### src/rtl/mem_port_arbiter.sv
// Arbiter for the single unified memory port of the 5-stage MIPS pipeline.
// Instruction fetch and data (load/store) requesters share one port. Only one
// transaction is in flight at a time. Data wins ties, but after
// MAX_DATA_STREAK consecutive data grants with a fetch waiting, the fetch is
// forced through. MAX_DATA_STREAK = 0 gives strict data priority.
//
// Handshake: a requester raises *_req with its address/data and holds it until
// its one-cycle *_valid pulse; the arbiter samples address/data only at grant.
// Toward memory, mem_req and the mem_* fields stay stable from grant until
// mem_ack is sampled high (mem_ack may coincide with the first mem_req cycle);
// mem_rdata is taken in that same cycle.
module mem_port_arbiter #(
  parameter int MAX_DATA_STREAK = 4,
  parameter int ADDR_W          = 32
) (
  input  logic              clk,
  input  logic              rst,
  input  logic              if_req,
  input  logic [ADDR_W-1:0] if_addr,
  output logic [31:0]       if_rdata,
  output logic              if_valid,
  output logic              stall_if,
  input  logic              d_req,
  input  logic              d_we,
  input  logic              d_byte,
  input  logic [ADDR_W-1:0] d_addr,
  input  logic [31:0]       d_wdata,
  output logic [31:0]       d_rdata,
  output logic              d_valid,
  output logic              stall_mem,
  output logic              mem_req,
  output logic              mem_we,
  output logic              mem_byte,
  output logic [ADDR_W-1:0] mem_addr,
  output logic [31:0]       mem_wdata,
  input  logic              mem_ack,
  input  logic [31:0]       mem_rdata,
  output logic [1:0]        dbg_state,
  output logic [7:0]        dbg_streak
);

  typedef enum logic [1:0] {
    IDLE   = 2'd0,
    BUSY_I = 2'd1,
    BUSY_D = 2'd2,
    RESP   = 2'd3
  } state_t;

  localparam logic [7:0] STREAK_MAX = 8'(MAX_DATA_STREAK);

  state_t     state_q, state_d;
  logic [7:0] streak_q, streak_d;
  logic       grant_i, grant_d;

  // Grant decision, next state and next streak count.
  always_comb begin
    state_d  = state_q;
    streak_d = streak_q;
    grant_i  = 1'b0;
    grant_d  = 1'b0;
    case (state_q)
      IDLE: begin
        if (d_req && if_req) begin
          if (MAX_DATA_STREAK != 0 && streak_q == STREAK_MAX) grant_i = 1'b1;
          else                                                grant_d = 1'b1;
        end else if (d_req) begin
          grant_d = 1'b1;
        end else if (if_req) begin
          grant_i = 1'b1;
        end
        if (grant_i) begin
          state_d  = BUSY_I;
          streak_d = 8'd0;
        end else if (grant_d) begin
          state_d = BUSY_D;
          // Streak only counts data grants that made a fetch wait.
          if (!if_req)                     streak_d = 8'd0;
          else if (streak_q != STREAK_MAX) streak_d = streak_q + 8'd1;
        end
      end
      BUSY_I, BUSY_D: begin
        if (mem_ack) state_d = RESP;
      end
      RESP: begin
        // Valid pulse cycle; requesters may drop or change requests here.
        state_d = IDLE;
      end
      default: state_d = IDLE;
    endcase
  end

  // State, memory request latching and response capture.
  always_ff @(posedge clk) begin
    if (rst) begin
      state_q   <= IDLE;
      streak_q  <= 8'd0;
      mem_req   <= 1'b0;
      mem_we    <= 1'b0;
      mem_byte  <= 1'b0;
      mem_addr  <= '0;
      mem_wdata <= 32'd0;
      if_rdata  <= 32'd0;
      d_rdata   <= 32'd0;
      if_valid  <= 1'b0;
      d_valid   <= 1'b0;
    end else begin
      state_q  <= state_d;
      streak_q <= streak_d;
      if_valid <= 1'b0;
      d_valid  <= 1'b0;
      if (grant_i) begin
        mem_req   <= 1'b1;
        mem_we    <= 1'b0;
        mem_byte  <= 1'b0;
        mem_addr  <= if_addr;
        mem_wdata <= 32'd0;
      end else if (grant_d) begin
        mem_req   <= 1'b1;
        mem_we    <= d_we;
        mem_byte  <= d_byte;
        mem_addr  <= d_addr;
        mem_wdata <= d_wdata;
      end
      // Acks outside BUSY_x are ignored; store completions also load d_rdata.
      if (state_q == BUSY_I && mem_ack) begin
        mem_req  <= 1'b0;
        if_rdata <= mem_rdata;
        if_valid <= 1'b1;
      end
      if (state_q == BUSY_D && mem_ack) begin
        mem_req <= 1'b0;
        d_rdata <= mem_rdata;
        d_valid <= 1'b1;
      end
    end
  end

  assign stall_if   = if_req & ~if_valid;
  assign stall_mem  = d_req & ~d_valid;
  assign dbg_state  = state_q;
  assign dbg_streak = streak_q;

endmodule

### config.mk
export PLATFORM = sky130hd
export DESIGN_NAME = mem_port_arbiter
export DESIGN_NICKNAME = d
export VERILOG_FILES = /design/src/rtl/mem_port_arbiter.sv
export SDC_FILE = /design/constraint.sdc
export NUM_CORES = 1
export LEC_CHECK = 0
export CAP_MARGIN = 20
export CORE_MARGIN = 4
export CORE_UTILIZATION = 30
export CTS_CLUSTER_DIAMETER = 60
export DETAILED_ROUTE_END_ITERATION = 10
export PLACE_DENSITY = 0.67
export REMOVE_ABC_BUFFERS = 1
export SYNTH_ARGS = -nofsm -noshare
export SYNTH_HDL_FRONTEND = slang
export SYNTH_SLANG_ARGS = --single-unit
### constraint.sdc
create_clock -name clk -period 2.15 [get_ports clk]
set_input_delay 0.3225 -clock clk [delete_from_list [all_inputs] [get_ports clk]]
set_output_delay 0.3225 -clock clk [all_outputs]
set_load 0.03 [all_outputs]
# Yosys cells after proc, flatten, opt, wreduce, memory -nomap -nowiden
# Cells that the tools add are included.
# Widths: inputs -> output; s select.
dict set report word_totals {
  in_bits 135
  regBits 143
  elab_cells 60
}
dict set report op_classes {
  muxes 25
  bitwise_logic 4
  n_reduce_logical 11
  eq_ne 8
  n_addsub 1
}
# operator count
set ops {}
lappend ops {{$mux 32} 2}
lappend ops {{$mux 8} 4}
lappend ops {{$mux 1} 15}
lappend ops {{$add 8x1->8 const B} 1}
lappend ops {{$eq 8x3->1 const B} 1}
lappend ops {{$ne 8x3->1 const B} 1}
lappend ops {{$mux 2} 3}
lappend ops {{$pmux 2 s3} 1}
lappend ops {{$eq 2x2->1 const B} 2}
lappend ops {{$reduce_bool 2->1} 2}
lappend ops {{$reduce_or 2->1} 2}
lappend ops {{$logic_and 1x1->1} 3}
lappend ops {{$ne 3x1->1 const B} 1}
lappend ops {{$ne 3x3->1 const B} 1}
lappend ops {{$reduce_and 3->1} 1}
lappend ops {{$reduce_or 3->1} 1}
lappend ops {{$and 1x1->1} 2}
lappend ops {{$eq 2x1->1 const B} 1}
lappend ops {{$logic_not 2->1} 1}
lappend ops {{$ne 2x2->1 const B} 1}
lappend ops {{$not 1->1} 2}
lappend ops {{$reduce_and 2->1} 1}

# Depth between registers and ports, before layout
dict set report logic_depth {
  ltp_word 7
  depth_mapped 8
}

# Worst setup path before layout
# No wires, ideal clock.
dict set report synth_timing {
  path_type {register to register}
  from {register streak_q[0] (netlist: dbg_streak[0])}
  to {register mem_addr[10]}
  period_less_slack_ns 2.303
  path_stages_with_launch 9
  path_buffers 2
  setup_slack_ns -0.153
  arrival_ns 2.185
  path_cell_list {dfxtp_1 > inv_1 > ha_1 > or4b_4 > o41a_1 > or2_1 > buf_6 > buf_6 > o221a_1}
}
dict set report synth_between {
  elab_chain_cells 6
  elab_cells_between_ends 11
  classes_between {eq/ne (1); mux (9); reduce/logical (1)}
}
# element line_no
set synth_lines {}
lappend synth_lines {{from (decl)} 52} ;# logic [7:0] streak_q, streak_d;
lappend synth_lines {{from (signal assigned)} 108} ;# streak_q <= streak_d;
lappend synth_lines {{$eq 8x3->1 *} 64} ;# if (MAX_DATA_STREAK != 0 && streak_q == STREAK_MAX) grant_i = 1'b1;
lappend synth_lines {{$mux 1} 64}
lappend synth_lines {{$mux 1} 63} ;# if (d_req && if_req) begin
lappend synth_lines {{$mux 1 (2 in series)} 61} ;# case (state_q)
lappend synth_lines {{$mux 32 / $reduce_bool 2->1 (equally long branches)} -}
lappend synth_lines {{to (signal assigned)} 115} ;# mem_addr <= if_addr;
lappend synth_lines {{to (signal assigned)} 121} ;# mem_addr <= d_addr;
lappend synth_lines {{to (decl)} 34} ;# output logic [ADDR_W-1:0] mem_addr,
# Mark *: on every way between the ends. The rest lies on a longest branch, timed or not. The select of a mux whose other input is x is not followed.
# A chain may end at the register's enable or synchronous reset.

# Final worst setup path
dict set report layout_timing {
  from {register streak_q[1] (netlist: dbg_streak[1])}
  to {register mem_addr[18]}
}
# Same word-level chain as after synthesis.

==> results summary <==
The run finished, with violations left. The final reports fail on negative setup slack. The max-slew violation count came to 0.

The setup path with the least slack is of type flop to flop. The overall track demand over capacity in global routing is 0.181. The H-tree was split into 4 levels. Of the post-synthesis cell area, the dominant cell type holds 0.548.

Derived from the worst setup path, the maximum achievable clock frequency is 465 MHz. The compound-gate portion of the synthesized area came to 0.207. Yosys printed 0 warnings. The area share of xor/xnor cells in the synthesized design is 0.0117. The I/O pin count came out at 280. The die area is 19600 µm². In this run the power density over the cells is 1180 nW/µm². The post-synthesis sequential area ratio came out at 0.548.

The antenna cell count is 0. The length in cells of the worst reg-to-reg path is 7. The mapped netlist covers 5220 µm². The most used flip-flop cell after synthesis is sky130_fd_sc_hd__dfxtp_1. The total number of placement rows came out at 47.

The shortest clock period the worst path allows after layout is 2.15 ns. TritonCTS built the clock tree. The core footprint came out at 16800 µm². In this run the critical register-to-register path is launched from dbg_streak[1]. Between clock sinks in the finished design, the worst skew comes to 0.00905 ns. Entering global routing, the biggest net connects 65 pins. The post-synthesis to final-layout area growth came out at 72.0%. The total number of nets in the final design came out at 1005.

Once routing completed, OpenROAD measured the worst setup slack at -0.00240 ns. The root cell of the clock tree is sky130_fd_sc_hd__clkbuf_16. The number of design rule violations left after detail routing is 0.

The number of buffers on the longest clock path is 2. The number of global-route vias before repair is 5107. The hold violation count in the final report came out at 0. The total number of vias came out at 5193.

The critical path starts at dbg_streak[1]. Hold timing on the final database bottoms out at a slack of 0.221 ns. Of all nets on the critical path, the largest fanout is 27. Following the worst setup path forward leads to its endpoint at mem_addr[18]. The path class of the tightest hold or removal check is primary input to flop. Prior to clock tree synthesis, the placed netlist has a worst setup slack of -0.0349 ns.

The worst setup slack for register-to-register paths came out at -0.002 ns. The leakage power is 3.33 nW. The HPWL after detailed placement came out at 13.2 mm.

The average via count per standard cell came out at 4.73. Measured along the y axis, the die boundary spans 140 µm. The area share of fa/ha/maj cells after synthesis came out at 0.0144. The synthesized area divided by synthesized cell count came out at 8.96 µm². The actual transition at the worst max-transition pin is 0.421 ns.

The initial antenna violation count came out at 0. The area fraction in and, or, nand and nor cells after synthesis came out at 0.175. The pre-antenna-repair detailed-routing pass consisted of 4 iterations.

The detailed-route wire length per cell came out at 16.8 µm. The endpoint identified for the worst register-to-register timing path is mem_addr[18]. Measured against its own limit, the worst slew margin works out to 0.718. The fraction of layout cells with a size suffix above 1 is 0.0798. Counting flops with an async set or reset pin after synthesis yields a share of 0. The critical path required time is 2.46 ns.

The count of unique library cells instantiated by Yosys came out at 32. After technology mapping, the gate count stands at 583. Setup repair after global routing could not meet its margin everywhere.

STA classifies the critical path startpoint as a flop. The dominant cell type by area after synthesis is sky130_fd_sc_hd__dfxtp_1. Yosys attributes the largest share of cell area to sky130_fd_sc_hd__dfxtp_1, sky130_fd_sc_hd__nand2_1, sky130_fd_sc_hd__a21oi_1. Across the VDD grid, the largest voltage drop is 0.000646 V. In the finished design, the share of the clock period the worst path needs comes to 1.00. The setup TNS came out at -0.00240 ns. The TritonCTS buffer count came out at 17.

Setup violations remaining at the end of the flow were counted as 1. The dominant combinational cell family by area after synthesis is compound AO/OA/AOI/OAI gates. The die width is 140 µm. The first routing iteration left 204 violations. The element type at the critical path end is a flop. The synthesized design contains 143 register bits. The fraction of synthesized area in multiplexers came out at 0. The routed design has 18.4 mm of wire. The last weighted congestion value of the routability-driven placer is 0.787. The quantity of I/O buffers inserted on ports is 279. The effective utilization at floorplan came out at 0.310.

The wire length of the first global-routing pass is 28.4 mm. Summed over all layers, the global routing overflow is 0. The number of max-capacitance violations reported came out at 0. In this run, synthesis inferred 0 flip-flops with an integrated enable. The latest clock arrival within the worst-skew pair is 0.42 ns.

The clock sink count is 143. The clock transition time at the flip-flop clock pins of the worst setup and hold paths is 0.07 ns. The data arrival time of the critical path is 2.46 ns.

The detail route stage leaves a number of antenna-violating nets equal to 0.
sequential cells by signal, indices dropped and copies added, names as in the netlist:
register,count
d_rdata,32
if_rdata,32
mem_addr,32
mem_wdata,32
dbg_streak,8
dbg_state,2
d_valid,1
if_valid,1
mem_byte,1
mem_req,1
mem_we,1
worst min-delay path by stage:
stage	start	depth (start not counted)	slack [ns]	end
floorplan	rst	1	0.39	d_rdata[0]
global placement	mem_wdata[14]	2	0.44	mem_wdata[14]
detailed placement	d_rdata[1]	2	0.45	d_rdata[1]
CTS	rst	2	0.21	d_rdata[9]
global route	rst	2	0.23	d_rdata[9]
finish	rst	2	0.22	d_rdata[9]
cell usage in the layout (no fill, tap or decap), drive strengths merged, types with 6 or more instances in the layout:
| cell type | synthesis | routed |
|---|---|---|
| o221a | 33 | 33 |
| ha | 6 | 6 |
| clkdlybuf4s50 | 0 | 277 |
| a21oi | 69 | 69 |
| a22o | 32 | 32 |
| nor2 | 80 | 80 |
| xnor2 | 6 | 6 |
| clkbuf | 31 | 19 |
| dfxtp | 143 | 143 |
| buf | 13 | 28 |
| nand2 | 139 | 139 |
| inv | 6 | 13 |
kinds of logic (layout without fill, tap and decap cells):
family	count (synthesis)	count (layout)
XOR/XNOR	7	7
AND/OR/NAND/NOR	232	232
buffers and inverters	50	344
AO/OA/AOI/OAI	145	145
flip-flops	143	143
adder cells (fa/ha/maj)	6	6
synthesized netlist by cell type (2+ instances only):
master	n
sky130_fd_sc_hd__o211a_1	2
sky130_fd_sc_hd__nor2_1	80
sky130_fd_sc_hd__o221a_1	30
sky130_fd_sc_hd__a22o_1	32
sky130_fd_sc_hd__nor3_1	2
sky130_fd_sc_hd__dfxtp_1	143
sky130_fd_sc_hd__clkbuf_1	31
sky130_fd_sc_hd__buf_1	2
sky130_fd_sc_hd__o211ai_1	3
sky130_fd_sc_hd__buf_6	4
sky130_fd_sc_hd__nor2b_1	4
sky130_fd_sc_hd__o221a_2	3
sky130_fd_sc_hd__ha_1	6
sky130_fd_sc_hd__inv_1	6
sky130_fd_sc_hd__nand2_1	139
sky130_fd_sc_hd__a21oi_1	69
sky130_fd_sc_hd__xnor2_1	6
sky130_fd_sc_hd__buf_2	7
where the power goes:
part           total (mW)  leakage, nW  switching, mW  internal, mW
registers            3.44         1.17          0.274          3.17
clock network        2.77        0.258           1.26          1.51
logic                4.40         1.90           2.49          1.90
cell type report:
| cell class | instances | area (µm²) |
|---|---|---|
| Sequential cell | 143 | 2860 |
| Tap cell | 220 | 275 |
| Inverter | 6 | 22.5 |
| Fill cell | 1579 | 7840 |
| Multi-Input combinational cell | 390 | 2150 |
| Clock buffer | 18 | 429 |
| Timing Repair Buffer | 306 | 3120 |
| Clock inverter | 14 | 123 |
layer usage:
layer,vias to the layer above,GRT usage,part of all wire
li1,2550,-,-
met1,2384,0.221,0.42
met2,241,0.284,0.45
met3,18,0.0879,0.11
met4,0,0.0525,0.014
met5,-,0,0
metrics by stage:
step	std cells	cell area [µm²]	total power [mW]	utilization
after floorplan	539	5020	5.79	-
after global placement	1064	8390	7.88	0.499
after detailed placement	1064	8390	7.91	0.499
after CTS	1096	8950	10.7	0.532
after global routing	1097	8980	11.2	0.534
final	1097	8980	10.6	0.534
what timing repair did:
| item | 4_1_cts | 5_1_grt |
|---|---|---|
| gates resized for setup | 2 | 2 |
| hold buffers | 0 | 0 |
| pin swaps | 0 | 2 |
| buffers inserted | 0 | 0 |
| cloned | 0 | 1 |
| endpoints found under the setup margin | 27 | 48 |
worst max-delay path, stage by stage, from the launching register on:
cell,delay [ns]
sky130_fd_sc_hd__dfxtp_2,0.33
sky130_fd_sc_hd__inv_2,0.06
sky130_fd_sc_hd__ha_1,0.13
sky130_fd_sc_hd__or4b_4,0.46
sky130_fd_sc_hd__o41a_1,0.35
sky130_fd_sc_hd__or2_4,0.28
sky130_fd_sc_hd__buf_12,0.17
sky130_fd_sc_hd__o221a_1,0.24
(Power assumes the default switching activity.)
